`src/rtl/roll_sequencer_pkg.sv`:
```
// roll_sequencer_pkg: shared state encoding and divider-array sizing for the roll sequencer
package roll_sequencer_pkg;
  typedef enum logic [1:0] {IDLE = 2'd0, RUN = 2'd1, DECEL = 2'd2, DONE = 2'd3} state_t;
  localparam int NUM_SPEEDS_DEF = 7;
endpackage

```
`src/rtl/tick_edge_detect.sv`:
```
// tick_edge_detect: two-flop synchroniser with a one-cycle rising-edge pulse per bit
module tick_edge_detect #(
  parameter int W = 7
) (
  input  logic         clk,
  input  logic         rst,
  input  logic [W-1:0] tick_in,
  output logic [W-1:0] rise
);
  logic [W-1:0] t1, t2;
  always_ff @(posedge clk) begin
    if (rst) begin
      t1 <= '0;
      t2 <= '0;
    end else begin
      t1 <= tick_in;
      t2 <= t1;
    end
  end
  assign rise = t1 & ~t2;
endmodule

```
`src/rtl/roll_sequencer.sv`:
```
// roll_sequencer: rolls an item index at the fastest tick, decelerates through slower ticks on stop, latches the pick
module roll_sequencer
  import roll_sequencer_pkg::*;
#(
  parameter int NUM_ITEMS       = 8,
  parameter int IDX_W           = 3,
  parameter int NUM_SPEEDS      = NUM_SPEEDS_DEF,
  parameter int STEPS_PER_SPEED = 2
) (
  input  logic                  clk,
  input  logic                  rst,
  input  logic                  start,
  input  logic                  stop,
  input  logic [NUM_SPEEDS-1:0] tick_in,
  output logic [IDX_W-1:0]      cur_index,
  output logic [2:0]            speed,
  output logic                  busy,
  output logic                  done,
  output logic [IDX_W-1:0]      result
);
  localparam int SW = $clog2(STEPS_PER_SPEED) + 1;
  state_t state, state_n;
  logic [NUM_SPEEDS-1:0] rise;
  logic [SW-1:0] step_cnt, step_n;
  logic [IDX_W-1:0] idx_nx, idx_n, result_n;
  logic [2:0] speed_n;
  logic sel_rise, last_step, last_lvl, launch, dstep, adv, busy_n, done_n;
  tick_edge_detect #(.W(NUM_SPEEDS)) u_edge (
    .clk(clk),
    .rst(rst),
    .tick_in(tick_in),
    .rise(rise)
  );
  assign sel_rise  = rise[speed];
  assign last_step = step_cnt >= SW'(STEPS_PER_SPEED - 1);
  assign last_lvl  = speed >= 3'(NUM_SPEEDS - 1);
  assign launch    = (state == IDLE || state == DONE) && start;
  assign dstep     = state == DECEL && sel_rise;
  // a rise coinciding with stop is still a RUN advance, so DECEL counting starts afterwards
  assign adv       = sel_rise && (state == RUN || state == DECEL);
  assign idx_nx    = cur_index == IDX_W'(NUM_ITEMS - 1) ? '0 : cur_index + 1'b1;
  assign idx_n     = adv ? idx_nx : cur_index;
  assign speed_n   = launch ? 3'd0 : (dstep && last_step && !last_lvl) ? speed + 3'd1 : speed;
  assign step_n    = (launch || (state == RUN && stop)) ? '0 : dstep ? (last_step ? '0 : step_cnt + 1'b1) : step_cnt;
  always_ff @(posedge clk) begin
    if (rst) begin
      state     <= IDLE;
      cur_index <= '0;
      speed     <= '0;
      step_cnt  <= '0;
      busy      <= 1'b0;
      done      <= 1'b0;
      result    <= '0;
    end else begin
      state     <= state_n;
      cur_index <= idx_n;
      speed     <= speed_n;
      step_cnt  <= step_n;
      busy      <= busy_n;
      done      <= done_n;
      result    <= result_n;
    end
  end
  always_comb begin
    state_n = state;
    case (state)
      IDLE, DONE: state_n = start ? RUN : state;
      RUN:        state_n = stop ? DECEL : RUN;
      DECEL:      state_n = (sel_rise && last_step && last_lvl) ? DONE : DECEL;
      default:    state_n = IDLE;
    endcase
  end
  always_comb begin
    busy_n   = state_n == RUN || state_n == DECEL;
    done_n   = state_n == DONE;
    result_n = (state == DECEL && state_n == DONE) ? idx_nx : result;
  end
endmodule

```
`config.mk`:
```
export PLATFORM = sky130hd
export DESIGN_NAME = roll_sequencer
export DESIGN_NICKNAME = d
export VERILOG_FILES = /design/src/rtl/roll_sequencer_pkg.sv /design/src/rtl/tick_edge_detect.sv /design/src/rtl/roll_sequencer.sv
export SDC_FILE = /design/constraint.sdc
export NUM_CORES = 1
export LEC_CHECK = 0
export CAP_MARGIN = 20
export CORE_AREA = 3 3 56 58
export DETAILED_ROUTE_END_ITERATION = 8
export DIE_AREA = 0 0 59 61
export PLACE_DENSITY = 0.74
export SYNTH_ARGS = -nofsm -noshare
export SYNTH_HDL_FRONTEND = slang
export SYNTH_SLANG_ARGS = --single-unit
```
`constraint.sdc`:
```
create_clock -name clk -period 2.09 [get_ports clk]
set_input_delay 0.209 -clock clk [delete_from_list [all_inputs] [get_ports clk]]
set_output_delay 0.209 -clock clk [all_outputs]
set_load 0.02 [all_outputs]
```
==> impl_metrics.ini <==
[setup_path]
timing.rr.start = speed[0]
crit_fanout = 9
reg2reg_to = result[0]
r2r_setup_slack_ns = 0.26
worstPathRequired_ns = 2.36
critPathCaptureType = flip-flop
crit_type = flip-flop to flip-flop
crit_path_start_kind = flip-flop
max_stage_delay_ns = 0.42
ff2ff_path_depth = 8
crit_arrival_ns = 2.10
critical_path.slowest_cell = dfxtp_1
crit_path_cell_trace = and4bb_2, nand4_1, a22oi_1, ha_1, nand2_1, nor3_1, a21oi_1, nor2_1

[drt]
dr.pass1.iters = 6
drc = 0
ant_nets = 0
vias = 1032
wl_per_cell_um = 12.83
wl_um = 2515
drt-initial-drc-count = 45
viasPerCell = 5.265

[synth]
yosysTopAreaCell = dfxtp_1
yosysWarnings = 0
syn-num-nets = 154
ys_seq_elements = 29
synth.distinct_cells = 35
synth.most_common_cell = dfxtp_1
ys.flop_type = dfxtp_1
synth.area.top_cells = dfxtp_1 43%, nor2b_1 9.3%, ha_1 6.5%
yosys.area.top_type_share = 0.4304
synth-edff-count = 0
synth_common_cells = 29 x dfxtp_1, 20 x nor2b_1, 11 x nand2_1, 10 x nand2b_1
syn_inst = 136
yosysSeqAreaShare = 0.4304
async_reset_ff_frac = 0
avgSynthCellArea_um2 = 9.918
synth_area_um2 = 1349

[global_routing]
antenna_found_initial = 0
grt_pass1_vias = 1025
grt_start_max_net_pins = 28
overflow = 0
grt_first_pass_wirelength_um = 4340
grt_usage = 0.1664

[clocking]
path_clk_slew_ns = 0.09
cts_tree = built
cts_buffers = 5
cts_sinks = 29
htreeDepth = 2
post_cts_resized = 0
cts_setup_buffers = 0
ctsHoldBuffers = 0
cts_root_buffer = clkbuf_4
clock_path_buffers = 2
clk_latency_ns = 0.34

[finish]
fillers = 248
finalNetCount = 182
drive_gt1_frac = 0.1333
regArea_um2 = 581.8
synthToLayoutAreaGrowth_pct = 24.30
multi_input_area_um2 = 711.9
fin_cells = 196
postLayoutCellArea_um2 = 1677
antennaDiodeCount = 0

[timing]
rsz0062_at_grt = false
setup_ws_ns = 0.2558
max_freq_mhz = 545.2
period_needed_ns = 1.834
tightestPinTransition_ns = 0.4653
fin_worst_skew_ns = 0.01505
final_hold_viol_count = 0
relSlewSlack = 0.6870
setup_tns_ns = 0
setup_viol = 0
fin_crit_sh = 0.8776
maxSlewViolCount = 0
whs_ns = 0.4180

[place]
place_ws_ns = 0.1740
place_inst = 188
gp_congestion = 0.9071
dp_hpwl_um = 1936
port_buffers = 21
postPlaceCellArea_um2 = 1605

[die]
num_rows = 19
pin_count = 22
core_area_um2 = 2710
start_util = 0.4977
die_w_um = 59
die_h_um = 61
dieArea_um2 = 3599

[power]
power_density_nw_per_um2 = 670.0
max-vdd-ir-drop_mv = 0.5273
leakage_nw = 0.6144

[hold_path]
holdPathEnd = u_edge.t1[6]
min_path_cells = 2
hold_path_startpoint = tick_in[6]
worstHoldPathType = input port to flip-flop

[run_status]
status = finished clean

[job]
maxCapViolCount = 0
-- report_power, final --
| group | leakage (nW) | switching [mW] | internal [mW] |
|---|---|---|---|
| sequential | 0.238 | 0.0132 | 0.576 |
| combinational | 0.335 | 0.0670 | 0.0790 |
| clock | 0.0413 | 0.194 | 0.195 |
-- layer usage --
layer  track usage  up-vias  share of wire
li1              -      522              -
met1        0.1908      484           0.42
met2        0.2697       20           0.50
met3       0.06383        6          0.052
met4       0.08738        0          0.022
met5             0        -              0
-- worst max-delay path, delay by kind of cell, from the launching register on --
family          cells  cell delay, ns
flops               1            0.42
fa+ha+maj           1            0.25
simple gates        5            0.85
compound gates      2            0.25
-- flip-flops by register name (all words and copies together), names as in the netlist --
register	count
busy	1
cur_index	3
done	1
result	3
speed	3
state	2
step_cnt	2
u_edge.t1	7
u_edge.t2	7
-- worst max-delay path by stage --
stage | to | cells past startpoint | start | slack [ns]
2_1_floorplan | cur_index[0] | 4 | speed[2] | 0.19
3_3_place_gp | cur_index[0] | 3 | speed[2] | 0.20
3_5_place_dp | cur_index[0] | 3 | speed[2] | 0.17
4_1_cts | result[0] | 8 | speed[2] | 0.15
5_1_grt | step_cnt[1] | 6 | state[0] | 0.05
6_report | result[0] | 8 | speed[0] | 0.26
-- stage by stage --
stage	total power, mW	utilization
floorplan	0.6926	-
global placement	0.7434	0.5923
detailed placement	0.7492	0.5923
CTS	1.137	0.6182
global route	1.181	0.6187
finish	1.123	0.6187
-- cell type report --
class	count	share of cell area
clock buffers	7	0.03881
multi-input cells	95	0.4246
repair buffers	26	0.1478
inverters	7	0.01567
clock inverters	1	0.002985
well taps	31	0.02313
flip-flops and latches	29	0.3470
-- cells by family after synthesis --
family                     after synthesis  share of synthesized area
buffers and inverters                   12                    0.04175
and+or+nand+nor                         61                     0.2922
AOI/OAI and AO/OA                       19                    0.09742
muxes                                    8                    0.07328
DFF                                     29                     0.4304
adders and majority gates                7                    0.06493
-- cells in the final DEF (no fill, tap or decap), drive strengths merged, types with 2 or more instances in the layout --
cell type,count
mux2,2
nand2b,10
nand3b,2
nor2,2
and4bb,2
inv,7
ha,7
clkbuf,7
buf,5
clkdlybuf4s50,21
a21boi,2
nand2,11
nand3,4
nor3b,2
a21oi,6
nor2b,20
nor3,3
mux2i,5
dfxtp,29
o21ai,4
(Power assumes the default switching activity.)
